File: config.mk
export PLATFORM = sky130hd
export DESIGN_NAME = mux_rr_arbiter8
export DESIGN_NICKNAME = d
export VERILOG_FILES = /design/src/rtl/mux_rr_arbiter8.sv
export SDC_FILE = /design/constraint.sdc
export NUM_CORES = 1
export LEC_CHECK = 0
export CAP_MARGIN = 20
export CORE_MARGIN = 2
export CORE_UTILIZATION = 63
export CTS_CLUSTER_DIAMETER = 100
export DETAILED_ROUTE_END_ITERATION = 16
export GPL_TIMING_DRIVEN = 0
export PLACE_DENSITY = 0.92
export SLEW_MARGIN = 20
export SYNTH_ARGS = -nofsm -noshare
export SYNTH_HDL_FRONTEND = slang
export SYNTH_SLANG_ARGS = --single-unit
File: constraint.sdc
create_clock -name clk -period 13.4 [get_ports clk]
set_clock_uncertainty 0.2 [all_clocks]
set_input_delay 4.02 -clock clk [delete_from_list [all_inputs] [get_ports clk]]
set_output_delay 4.02 -clock clk [all_outputs]
set_load 0.05 [all_outputs]
File: src/rtl/mux_rr_arbiter8.sv
// Round-robin arbiter driving the select/enable of an 8-to-1 enabled bit mux.
// One owner at a time, tenure bounded to MAX_HOLD cycles, all outputs registered.
module mux_rr_arbiter8 #(
  parameter int unsigned MAX_HOLD = 4
) (
  input  logic       clk,
  input  logic       rst,
  input  logic [7:0] req,
  output logic [2:0] sel,
  output logic       en,
  output logic [7:0] gnt
);

  localparam logic [0:0] S_IDLE  = 1'b0;
  localparam logic [0:0] S_GRANT = 1'b1;

  logic [0:0] state_q, state_d;
  logic [2:0] sel_q, sel_d;
  logic [2:0] ptr_q, ptr_d;
  logic [3:0] cnt_q, cnt_d;
  logic [7:0] gnt_q, gnt_d;

  logic       release_now;
  logic [2:0] scan_ptr;
  logic [7:0] req_rot;
  logic       win_found;
  logic [2:0] win_idx;

  assign release_now = (state_q == S_GRANT) &&
                       (!req[sel_q] || (cnt_q == 4'(MAX_HOLD)));

  // On release the scan starts just past the outgoing owner, so it is checked last.
  assign scan_ptr = release_now ? (sel_q + 3'd1) : ptr_q;

  generate
    for (genvar gi = 0; gi < 8; gi++) begin : g_rot
      assign req_rot[gi] = req[scan_ptr + 3'(gi)];
    end
  endgenerate

  always_comb begin
    win_found = 1'b0;
    win_idx   = 3'd0;
    for (int i = 7; i >= 0; i--) begin
      if (req_rot[i]) begin
        win_found = 1'b1;
        win_idx   = scan_ptr + 3'(i);
      end
    end
  end

  always_comb begin
    state_d = state_q;
    sel_d   = sel_q;
    ptr_d   = ptr_q;
    cnt_d   = cnt_q;
    case (state_q)
      S_IDLE: begin
        if (win_found) begin
          state_d = S_GRANT;
          sel_d   = win_idx;
          cnt_d   = 4'd1;
        end
      end
      default: begin
        if (release_now) begin
          ptr_d = sel_q + 3'd1;
          if (win_found) begin
            sel_d = win_idx;
            cnt_d = 4'd1;
          end else begin
            state_d = S_IDLE;
            cnt_d   = 4'd0;
          end
        end else begin
          cnt_d = cnt_q + 4'd1;
        end
      end
    endcase
    gnt_d = (state_d == S_GRANT) ? (8'd1 << sel_d) : 8'd0;
  end

  always_ff @(posedge clk) begin
    if (rst) begin
      state_q <= S_IDLE;
      sel_q   <= 3'd0;
      ptr_q   <= 3'd0;
      cnt_q   <= 4'd0;
      gnt_q   <= 8'd0;
    end else begin
      state_q <= state_d;
      sel_q   <= sel_d;
      ptr_q   <= ptr_d;
      cnt_q   <= cnt_d;
      gnt_q   <= gnt_d;
    end
  end

  assign sel = sel_q;
  assign en  = (state_q == S_GRANT);
  assign gnt = gnt_q;

endmodule

==> flow_metrics.py, run 1 <==
metrics = {
    "status": {
        "status": "completed",
    },
    "clock_network": {
        "clock_latency_ps": 300,
        "cts_buffers": 3,
        "clockRootBuffer": "clkbuf_4",
        "hold_buffers": 0,
        "cts_tree": "built",
        "cts_num_sinks": 19,
        "cts_resized": 0,
        "clockBufferDepth": 2,
        "post_cts_buffers": 0,
        "path_clk_slew_ps": 110,
        "cts.htree.levels": 1,
    },
    "global_routing": {
        "track_usage": 0.311,
        "grt_pass1_wl_um": 10400,
        "grt_start_max_net_pins": 12,
        "antenna_found_initial": 0,
        "grt_pass1_vias": 2228,
        "grt_overflow": 0,
    },
    "place": {
        "dp.cells": 355,
        "numPortBuffers": 19,
        "gp_congestion": 0.992,
        "dp_hpwl_um": 4900,
        "preCtsSetupSlack_ps": 4300,
    },
    "power": {
        "p_leak_nw": 0.992,
        "peakVddDrop_mv": 0.162,
        "p_per_area_nw_per_um2": 246,
    },
    "detailed_routing": {
        "finalWirelength_um": 6350,
        "drtIter0Drc": 285,
        "dr.pass1.iters": 5,
        "drtAntennaViolNets": 0,
        "drc_errors": 0,
        "vias": 2484,
        "wl_per_cell_um": 17.7,
        "routed_via_density": 6.92,
    },
    "synthesis": {
        "synth_area_um2": 2290,
        "async_flop_share": 0,
        "yosysWarnings": 0,
        "synthCells": 290,
        "yosysSeqAreaShare": 0.166,
        "yosys-top-cells-area": "dfxtp_1 17%, mux2_2 4.9%, mux2i_1 4.4%",
        "synth_top_area_frac": 0.166,
        "syn_nets": 305,
        "ys_ff_latch": 19,
        "synth_edf_count": 0,
        "synth.most_common_cell": "nor2_1",
        "yosys.area.top_type": "dfxtp_1",
        "avgSynthCellArea_um2": 7.90,
        "yosysUniqueCellTypes": 68,
        "synthFlopType": "dfxtp_1",
        "ys_top_cells_by_count": "25 x nor2_1, 19 x dfxtp_1, 18 x nand3_1",
    },
    "worst_setup_path": {
        "cp_slowest_stage_delay_ps": 600,
        "arrival_ps": 8980,
        "path_buf_inv": 4,
        "crit_path_end_kind": "flip-flop",
        "cp_cell_sequence": "clkdlybuf4s50_1 > mux2i_2 > a22o_4 > o31ai_4 > mux2i_1 > clkbuf_1 > clkbuf_1 > ha_1 > inv_1 > nor4_1 > a211o_1 > a21oi_1 > nor4_1 > a21oi_1 > nor3_1",
        "required_ps": 13420,
        "slowest_stage": "clkdlybuf4s50_1",
        "path_delay_family": "buffers and inverters",
        "start_kind": "input pin",
        "critPathKind": "input pin to flip-flop",
        "cp_max_fo": 10,
    },
    "sta": {
        "fin_crit_ps": 8970,
        "finalHoldViolations": 0,
        "rsz0062_at_grt": "no",
        "setup_ws_ps": 4430,
        "worst_pin_slew_ps": 718,
        "setup_viol": 0,
        "fmax_mhz": 112,
        "setup_tns_ps": 0,
        "finalCritPeriodShare": 0.669,
        "slew_headroom": 0.521,
        "slew_viol_final": 0,
    },
    "floorplanning": {
        "std_cell_rows": 21,
        "dieArea_um2": 4130,
        "io_pins": 22,
        "initial_core_util": 0.671,
        "die_h_um": 64.3,
        "core_area_um2": 3420,
        "die_x_um": 64.3,
    },
    "final_layout": {
        "fin_nets": 329,
        "stdcell_count": 359,
        "diodes": 0,
        "drive_gt1_frac": 0.141,
        "area_delta_synth_final_pct": 12.0,
    },
    "worst_hold_path": {
        "hold_path_class": "flip-flop to flip-flop",
    },
    "run": {
        "cap_violations": 0,
    },
}
-- worst paths after layout --
check / start / endpoint / slack, ps / cells after the start
min: cnt_q[3] / cnt_q[3] / 310 / 2
max: req[7] / gnt[4] / 4430 / 15
min reg2reg: cnt_q[3] / cnt_q[3] / 310 / 2
max reg2reg: cnt_q[0] / gnt[4] / 8120 / 16
-- state kept, by name (all words and copies together), names as in the netlist --
register	flops
gnt	8
sel	3
cnt_q	4
en	1
ptr_q	3
-- power by group --
part           switching, mW  internal [mW]
combinational          0.322          0.203
clock                 0.0175         0.0111
sequential           0.00761         0.0707
total                  0.347          0.284
-- metal layers --
layer | track usage | vias to the layer above | wire, um | part of all wire
li1 | - | 1178 | - | -
met1 | 0.419 | 1145 | 2730 | 0.43
met2 | 0.525 | 141 | 2980 | 0.47
met3 | 0.0440 | 20 | 506 | 0.080
met4 | 0.0771 | 0 | 139 | 0.022
met5 | 0 | - | 0 | 0
-- logic make-up (layout without fill, tap and decap cells) --
family | after synthesis | after routing | synth area share
flops | 19 | 19 | 0.166
buf+inv | 34 | 57 | 0.0617
fa+ha+maj | 5 | 5 | 0.0273
simple gates | 108 | 108 | 0.248
xor+xnor | 6 | 6 | 0.0328
mux | 28 | 28 | 0.156
compound gates | 90 | 90 | 0.307
-- placed cells by master (no fill, tap or decap), drive strengths merged, types with 5 or more instances in the layout --
| cell | Yosys | final |
|---|---|---|
| o21ai | 16 | 16 |
| nand2 | 13 | 13 |
| buf | 5 | 5 |
| dfxtp | 19 | 19 |
| a22oi | 5 | 5 |
| mux2i | 12 | 12 |
| o32ai | 5 | 5 |
| inv | 17 | 17 |
| ha | 5 | 5 |
| a21oi | 11 | 11 |
| clkdlybuf4s50 | 0 | 19 |
| nand3 | 19 | 19 |
| or3 | 5 | 5 |
| o211ai | 7 | 7 |
| nor2 | 26 | 26 |
| o221ai | 5 | 5 |
| clkbuf | 12 | 15 |
| mux2 | 13 | 13 |
| nor3 | 17 | 17 |
-- layout make-up --
type | count | area (um2)
multi-input combinational | 237 | 1770
fill | 262 | 850
sequential | 19 | 380
timing repair buffer | 19 | 190
buffer | 17 | 77.6
inverter | 17 | 63.8
tap | 46 | 57.6
clock buffer | 3 | 22.5
clock inverter | 1 | 5.00
-- per-stage QoR --
stage          hold WS [ps]  area (um2)   util  power (mW)
4_1_cts                 307        2570  0.751       0.620
5_1_grt                 328        2570  0.751       0.678
2_1_floorplan           253        2290      -       0.480
3_5_place_dp            290        2540  0.743       0.589
3_3_place_gp            267        2540  0.743       0.580
6_report                309        2570  0.751       0.632
-- worst reg2reg max path, stage by stage (launching register included) --
cell      delay (ps)
dfxtp_1          420
inv_1             60
ha_1             190
nand3b_1         220
o31ai_4          130
o31ai_4          490
mux2i_1          440
clkbuf_1         420
clkbuf_1         420
ha_1             270
inv_1            140
nor4_1           550
a211o_1          270
a21oi_1          120
nor4_1           440
a21oi_1          200
nor3_1           210
No activity file was read; power rests on OpenSTA's default activity.
==> inputs of run 2 (changes only) <==
Settings changed: CORE_UTILIZATION 63 to 58, PLACE_DENSITY 0.92 to 0.86.
Clock period 13.4 ns to 9 ns, I/O delays scaled along.
==> run 2 against run 1 <==
Die area increased by 8.1%. Critical path depth is the same. Via count increased by 2.2%. Core utilization shrank 5.5 points. First-iteration DRC count up 35%. Sequential power is 51% higher. Final area grew 0.78%. Highest routed layer unchanged.
==> flow_metrics.py, run 2 (synthesized netlist as in run 1, its figures left out) <==
metrics = {
    "status": {
        "status": "completed",
    },
    "place": {
        "gp_congestion": 0.924,
        "dp.cells": 357,
        "dp_hpwl_um": 5210,
        "numPortBuffers": 19,
    },
    "sta": {
        "setup_tns_ps": 0,
        "fin_crit_ps": 7840,
        "setup_viol": 0,
        "worst_pin_slew_ps": 751,
        "slew_viol_final": 0,
        "finalCritPeriodShare": 0.871,
        "slew_headroom": 0.499,
        "fmax_mhz": 128,
        "rsz0062_at_grt": "no",
        "finalHoldViolations": 0,
    },
    "final_layout": {
        "drive_gt1_frac": 0.137,
        "area_delta_synth_final_pct": 12.9,
        "largest_reg_flops": 8,
        "finish.utilization": 0.696,
        "final_cell_mix": "25 x nor2_1, 19 x dfxtp_1, 19 x clkdlybuf4s50_1",
        "stdcell_count": 361,
        "fin_nets": 329,
        "diodes": 0,
        "layout_commonest_cell": "nor2_1",
    },
    "worst_setup_path": {
        "path_delay_family": "compound AO/OA/AOI/OAI gates",
        "path_buf_inv": 5,
        "slowest_stage": "clkdlybuf4s50_1",
        "cp_max_fo": 10,
        "arrival_ps": 7810,
        "required_ps": 8970,
        "start_kind": "input pin",
        "critPathKind": "input pin to flip-flop",
        "cp_cell_sequence": "clkdlybuf4s50_1 > mux2i_2 > a22o_4 > o31ai_4 > mux2i_1 > clkbuf_1 > clkbuf_1 > ha_1 > inv_1 > mux2i_1 > inv_1 > a221o_1 > a211oi_1 > o21ai_0 > nor3_1",
        "crit_path_end_kind": "flip-flop",
        "cp_slowest_stage_delay_ps": 620,
    },
    "clock_network": {
        "cts_buffers": 3,
        "clockBufferDepth": 2,
        "clockRootBuffer": "clkbuf_8",
        "cts.htree.levels": 1,
        "cts_resized": 0,
        "cts_num_sinks": 19,
        "hold_buffers": 0,
        "cts_tree": "built",
        "path_clk_slew_ps": 70,
        "clock_latency_ps": 250,
        "post_cts_buffers": 0,
    },
    "detailed_routing": {
        "drc_errors": 0,
        "vias": 2538,
        "routed_via_density": 7.03,
        "wl_per_cell_um": 18.8,
        "finalWirelength_um": 6780,
        "drtAntennaViolNets": 0,
        "drtIter0Drc": 386,
        "dr.pass1.iters": 5,
    },
    "floorplanning": {
        "std_cell_rows": 22,
        "die_x_um": 66.9,
        "initial_core_util": 0.616,
        "io_pins": 22,
        "core_area_um2": 3720,
        "dieArea_um2": 4470,
        "die_h_um": 66.9,
    },
    "global_routing": {
        "grt_overflow": 0,
        "antenna_found_initial": 0,
        "grt_start_max_net_pins": 11,
        "track_usage": 0.326,
        "grt_pass1_wl_um": 11300,
        "grt_pass1_vias": 2377,
    },
    "worst_hold_path": {
        "hold_path_class": "flip-flop to flip-flop",
    },
    "power": {
        "total_power_uw": 965,
        "p_per_area_nw_per_um2": 373,
        "p_leak_nw": 0.997,
        "peakVddDrop_mv": 0.280,
    },
    "run": {
        "cap_violations": 0,
    },
}
-- run 2: cell types whose count changed in the layout (fill, tap and decap cells not counted) --
cell	before	now
clkbuf_4	3	0
clkbuf_1	10	11
clkinv_2	1	0
clkbuf_8	0	3
-- run 2: worst reg2reg max path: cells and delay by family, from the launching register on --
family	cells	cell delay, ps
fa+ha+maj	2	570
buf+inv	5	1170
compound gates	5	1830
simple gates	2	450
flops	1	410
mux	2	730
-- run 2: worst paths after layout --
kind,slack [ps],start,cells past startpoint,to
hold / removal,290,cnt_q[3],2,cnt_q[3]
setup / recovery,1160,req[7],15,gnt[7]
hold reg to reg,290,cnt_q[3],2,cnt_q[3]
setup reg to reg,3570,cnt_q[0],16,gnt[7]
-- run 2: layout make-up --
class / instances / area (um2)
clock buffer: 4 / 45.0
timing repair buffer: 19 / 190
sequential: 19 / 380
tap: 48 / 60.1
fill: 315 / 1130
buffer: 17 / 77.6
multi-input combinational: 237 / 1770
inverter: 17 / 63.8
-- run 2: through the flow --
step | hold WS, ps | instance area (um2) | setup slack [ps]
4_1_cts | 292 | 2590 | 1290
3_5_place_dp | 282 | 2540 | 1160
6_report | 294 | 2590 | 1160
5_1_grt | 313 | 2590 | 752
3_3_place_gp | 264 | 2540 | 1190
2_1_floorplan | 253 | 2290 | 2350
-- run 2: layer usage --
metal	part of all wire	global-route usage	wire length (um)	vias to the layer above
li1	-	-	-	1170
met1	0.43	0.419	2890	1193
met2	0.48	0.555	3260	156
met3	0.076	0.0507	514	19
met4	0.018	0.110	120	0
met5	0	0	0	-
-- run 2: where the power goes --
part / switching, mW / internal (mW)
sequential: 0.0126 / 0.106
clock: 0.0272 / 0.0315
combinational: 0.487 / 0.302
